===== src/rtl/pc_sequencer.sv =====
// Program-counter sequencer: BOOT/RUN/HALT fetch control with trap, redirect
// and sequential advance, plus one-cycle misaligned-redirect flag.
module pc_sequencer #(
  parameter int unsigned     XLEN         = 32,
  parameter logic [XLEN-1:0] RESET_VECTOR = '0,
  parameter logic [XLEN-1:0] TRAP_VECTOR  = XLEN'('h100),
  parameter int unsigned     ALIGN_C      = 0
) (
  input  logic            clk,
  input  logic            rst,
  input  logic            redirect_valid,
  input  logic [XLEN-1:0] redirect_target,
  input  logic            trap_valid,
  input  logic            halt_req,
  input  logic            fetch_ready,
  output logic            fetch_valid,
  output logic [XLEN-1:0] current_PC,
  output logic [XLEN-1:0] pc_plus4,
  output logic            misaligned,
  output logic [1:0]      state
);

  typedef enum logic [1:0] {
    BOOT = 2'b00,
    RUN  = 2'b01,
    HALT = 2'b10
  } state_t;

  state_t          state_q, state_d;
  logic [XLEN-1:0] pc_q, pc_d;
  logic            misaligned_q, misaligned_d;
  logic            target_misaligned;

  always_ff @(posedge clk or posedge rst) begin
    if (rst) begin
      state_q      <= BOOT;
      pc_q         <= RESET_VECTOR;
      misaligned_q <= 1'b0;
    end else begin
      state_q      <= state_d;
      pc_q         <= pc_d;
      misaligned_q <= misaligned_d;
    end
  end

  always_comb begin
    target_misaligned = 1'b0;
    if (ALIGN_C == 0) target_misaligned = |redirect_target[1:0];
    else              target_misaligned = redirect_target[0];
  end

  always_comb begin
    state_d      = state_q;
    pc_d         = pc_q;
    misaligned_d = 1'b0;
    case (state_q)
      BOOT: state_d = RUN;
      RUN: begin
        state_d = halt_req ? HALT : RUN;
        // PC update applies even on the edge that enters HALT
        if (trap_valid) begin
          pc_d = TRAP_VECTOR;
        end else if (redirect_valid) begin
          if (target_misaligned) begin
            pc_d         = TRAP_VECTOR;
            misaligned_d = 1'b1;
          end else begin
            pc_d = redirect_target;
          end
        end else if (fetch_ready) begin
          pc_d = pc_q + XLEN'(4);
        end
      end
      HALT:    state_d = halt_req ? HALT : RUN;
      default: state_d = BOOT;
    endcase
  end

  assign fetch_valid = (state_q == RUN);
  assign current_PC  = pc_q;
  assign pc_plus4    = pc_q + XLEN'(4);
  assign misaligned  = misaligned_q;
  assign state       = state_q;

endmodule


===== config.mk =====
export PLATFORM = sky130hd
export DESIGN_NAME = pc_sequencer
export DESIGN_NICKNAME = d
export VERILOG_FILES = /design/src/rtl/pc_sequencer.sv
export SDC_FILE = /design/constraint.sdc
export NUM_CORES = 1
export LEC_CHECK = 0
export CAP_MARGIN = 20
export CORE_AREA = 2 2 79 81
export CTS_BUF_LIST = sky130_fd_sc_hd__clkbuf_8
export CTS_CLUSTER_SIZE = 12
export DETAILED_ROUTE_END_ITERATION = 10
export DIE_AREA = 0 0 81 83
export PLACE_DENSITY = 0.92
export SETUP_SLACK_MARGIN = 0.15
export SYNTH_ARGS = -nofsm -noshare
export SYNTH_HDL_FRONTEND = slang
export SYNTH_SLANG_ARGS = --single-unit

===== constraint.sdc =====
create_clock -name clk -period 5.5 [get_ports clk]
set_clock_uncertainty 0.2 [all_clocks]
set_input_delay 1.1 -clock clk [delete_from_list [all_inputs] [get_ports clk]]
set_output_delay 1.1 -clock clk [all_outputs]
set_load 0.1 [all_outputs]

* Word-level counts from Yosys, hierarchy flattened
Index checks and enable logic that the tools add are counted.
** Storage, ports and cells
- Output and inout bits :: 68
- Flip-flop bits (word level) :: 35
- Logic and storage cells :: 21
- Input port bits :: 38
** Operators by class
- Add/sub/neg operators :: 1
- Eq/ne operators :: 2
- Reductions and logical operators :: 5
- Muxes and demuxes :: 10
** Operator list (number)
- 32-bit 2-to-1 mux :: 4
- 32-bit by 3-bit adder with 32-bit output, second input constant :: 1
- 1-bit 2-to-1 mux :: 4
- 2-bit one-hot mux with 2 select lines :: 1
- 2-bit OR reduction :: 2
- 3-bit nonzero test :: 1
- 2-bit by 1-bit == test with 1-bit output, second input constant :: 1
- 2-bit == test, second input constant :: 1
- 2-bit logical NOT :: 1
- 2-bit 2-to-1 mux :: 1
- 2-bit AND reduction :: 1

* Depth between registers and ports, before layout
- Depth in word-level cells :: 5
- Depth in mapped cells :: 9
- Gate-level depth less buffers :: 7

* Least setup slack after synthesis
OpenSTA, ideal clock, no wires.
- Kind :: reg2out
- From :: register pc_q[2], in the netlist current_PC[2]
- To :: output pc_plus4[22]
- Data arrival time :: 3.844 ns
- Stages on the path, launching flop included :: 7
- Required time :: 4.200 ns
- Path buffers :: 0
- Setup slack :: 0.356 ns
- Cells stage by stage :: dfrtp_1 > ha_1 > nand3_4 > nor4_4 > and2_1 > nand2_1 > xnor2_1
** On the way
- Cells in the longest elaborated chain, start to end :: 1
** Ends and longest elaborated chain
- start: declaration :: RTL line 30 : logic [XLEN-1:0] pc_q, pc_d;
- start signal: assignment :: RTL line 41 : pc_q <= pc_d;
- 32-bit by 3-bit adder with 32-bit output :: RTL line 81 : assign pc_plus4 = pc_q + XLEN'(4);
- end: declaration :: RTL line 18 : output logic [XLEN-1:0] pc_plus4,
No other way between the ends.

* Worst setup path in the final report
- From :: register pc_q[2], in the netlist current_PC[2]
- To :: output pc_plus4[18]
Same word-level chain as after synthesis.

==> impl_metrics.ini <==
[run_status]
status = complete, no violations

[routing]
dr_wl_met2_um = 3650
m1WireLength_um = 3180
top_layer_used = met4
routed_wl_um = 7640
ant_nets = 0
route.met3.wl_um = 716
viasPerCell = 5.78
drtPass1Iterations = 4
drc = 0
wl_per_cell_um = 17.0
vias = 2596
drt_iter0_drc = 290

[die]
ioPinCount = 106
die_width_um = 81
die_y_um = 83
dieArea_um2 = 6720
fp-row-count = 28
core-area_um2 = 5820
initial_core_util_pct = 42.3

[grt]
grt_util_all_layers_pct = 23.4
grt_pass1_vias = 2572
overflow = 0
grt_pass1_wl_um = 12700
grt_max_degree = 27
antenna_found_initial = 0

[clocking]
hold_buffers = 0
root_buffer = clkbuf_8
clkTransAtPathRegs_ns = 0.07
cts.sinks = 35
cts_buffers = 5
clk_latency_ns = 0.28
cts_resized = 0
cts_tree = done
post_cts_buffers = 0
h-tree-depth = 2
cts_buffer_depth = 2

[critical_path]
worstPathRequired_ns = 4.20
path_delay_family = buffers and inverters
cp-end-kind = output pin
path_buf_inv = 1
arrival_ns = 3.28
critPathLaunchType = register
path_cells = ha_1, nand3_4, nor4_4, nand3_1, xnor2_1, clkdlybuf4s50_1
path_class = register to output pin
max_stage_delay_ns = 1.17
cp_slowest_cell = clkdlybuf4s50_1
crit_fanout = 8

[placed_design]
gp_congestion = 0.859
placed_cells = 443
place_ws_ns = 1.24
port_buffers = 105
placed_area_um2 = 3550
hpwl_um = 5580

[power]
p_seq_share_pct = 23.9
switching_share_pct = 60.4
vdd_ir_drop_max_uv = 414
comb_power_share_pct = 65.3
p_leak_nw = 1.50
power.internal_w = 0.000615
clockPowerShare_pct = 10.8
p_sw_w = 0.000936
power_density_nw_per_um2 = 428

[finish]
fillers = 527
syn_to_final_growth_pct = 47.3
diodes = 0
final-seq-area_um2 = 876
finalInstanceArea_um2 = 3620
layout.cells.most_common = clkdlybuf4s50_1
final_nets = 417
multi_input_area_um2 = 1490
drive_gt1_share_pct = 6.42
final_cells = 449
final_cell_mix = clkdlybuf4s50_1 (102), nand2_1 (40), dfrtp_1 (35)

[timing]
tightest_slew_ns = 1.06
setup_tns_ns = 0
finalHoldViolCount = 0
min_period_ns = 4.58
max_slew_margin_pct = 29.3
holdWs_ns = 0.309
rsz0062_at_grt = false
finalSetupViolCount = 0
finalCritPeriodShare_pct = 83.3
drv_slew = 0
setup_ws_ns = 0.917
max_freq_mhz = 218

[logic_synthesis]
avgSynthCellArea_um2 = 8.88
yosysWarnings = 0
ys_seq_area_share_pct = 35.6
syn_inst = 277
synth_cell_types = 48
syn-cell-area_um2 = 2460
syn_nets = 319
synth-seq-cells = 35
synth_flop_cell = dfrtp_1
async_flop_share_pct = 100
synth_edf_count = 0

[worst_hold_path]
hold_path_class = register to register

[run]
cap_violations = 0
[layout make-up]
class / instances / share of cell area [%]
sequential: 35 / 24.2
timing repair buffer: 107 / 29.2
multi-input combinational: 216 / 41.0
clock inverter: 1 / 0.104
tap: 75 / 2.59
inverter: 10 / 1.04
clock buffer: 5 / 1.90
[through the flow]
step | total power [W] | util (%)
detailed placement | 0.00138 | 61.1
global placement | 0.00137 | 61.1
floorplan | 0.00113 | -
global route | 0.00162 | 62.3
finish | 0.00155 | 62.3
CTS | 0.00156 | 62.3
[worst paths after layout]
kind                               startpoint        endpoint  slack (ns)  cells past startpoint
worst min register to register  current_PC[0]   current_PC[0]        0.31                      1
max in group asynchronous                 rst  current_PC[10]        3.32                      3
worst max-delay path            current_PC[2]    pc_plus4[18]        0.92                      6
worst min-delay path            current_PC[0]   current_PC[0]        0.31                      1
min in group asynchronous                 rst   current_PC[0]        1.05                      2
worst max register to register       state[1]  current_PC[19]        2.45                      7
[power groups by stage]
stage | sequential, W | combinational [W] | clock (W)
after global routing | 0.000377 | 0.00105 | 0.000186
after CTS | 0.000369 | 0.00101 | 0.000175
after floorplan | 0.000646 | 0.000488 | 0
final | 0.000370 | 0.00101 | 0.000167
after detailed placement | 0.000373 | 0.00101 | 0
after global placement | 0.000368 | 0.00100 | 0
[layer usage]
metal	vias to the layer above	track usage, %
met4	0	5.39
met2	147	37.0
met5	-	0
met1	1226	31.9
li1	1211	-
met3	12	6.09
[sequential cells by signal, indices dropped and copies added, names as in the netlist]
name and count:
current_PC 32, misaligned 1, state 2
[cell families (layout without fill, tap and decap cells)]
| logic type | Yosys count | after routing | synth area share [%] |
|---|---|---|---|
| buffers and inverters | 26 | 123 | 4.58 |
| adders and majority gates | 4 | 4 | 2.03 |
| xor gates and xnor gates | 28 | 28 | 9.96 |
| and+or+nand+nor | 115 | 115 | 28.3 |
| AOI/OAI and AO/OA | 69 | 69 | 19.6 |
| DFF | 35 | 35 | 35.6 |
[cell usage after synthesis, types with 2 or more instances]
library cell | n | area (um2)
a21o_1 | 7 | 52.6
ha_1 | 4 | 50.1
nand4_1 | 6 | 37.5
a22o_1 | 5 | 43.8
buf_4 | 2 | 15.0
o311ai_1 | 3 | 26.3
or3_1 | 3 | 18.8
nor4_1 | 4 | 25.0
a31oi_1 | 6 | 37.5
o21ai_0 | 17 | 85.1
o211ai_1 | 3 | 22.5
and3_1 | 8 | 50.1
o22ai_1 | 2 | 12.5
xor2_1 | 8 | 70.1
buf_2 | 5 | 25.0
nand3_2 | 3 | 30.0
nand4_4 | 2 | 42.5
a221o_1 | 5 | 50.1
inv_1 | 10 | 37.5
nand3_1 | 14 | 70.1
xnor2_1 | 20 | 175
dfrtp_1 | 35 | 876
a41oi_1 | 2 | 17.5
clkbuf_1 | 8 | 30.0
nand2_1 | 40 | 150
and4_1 | 2 | 17.5
and2_1 | 5 | 31.3
a21oi_1 | 9 | 45.0
nor4_4 | 3 | 63.8
nor2_1 | 12 | 45.0
nor3b_1 | 4 | 30.0
o311ai_0 | 4 | 35.0
(Power assumes the default switching activity.)
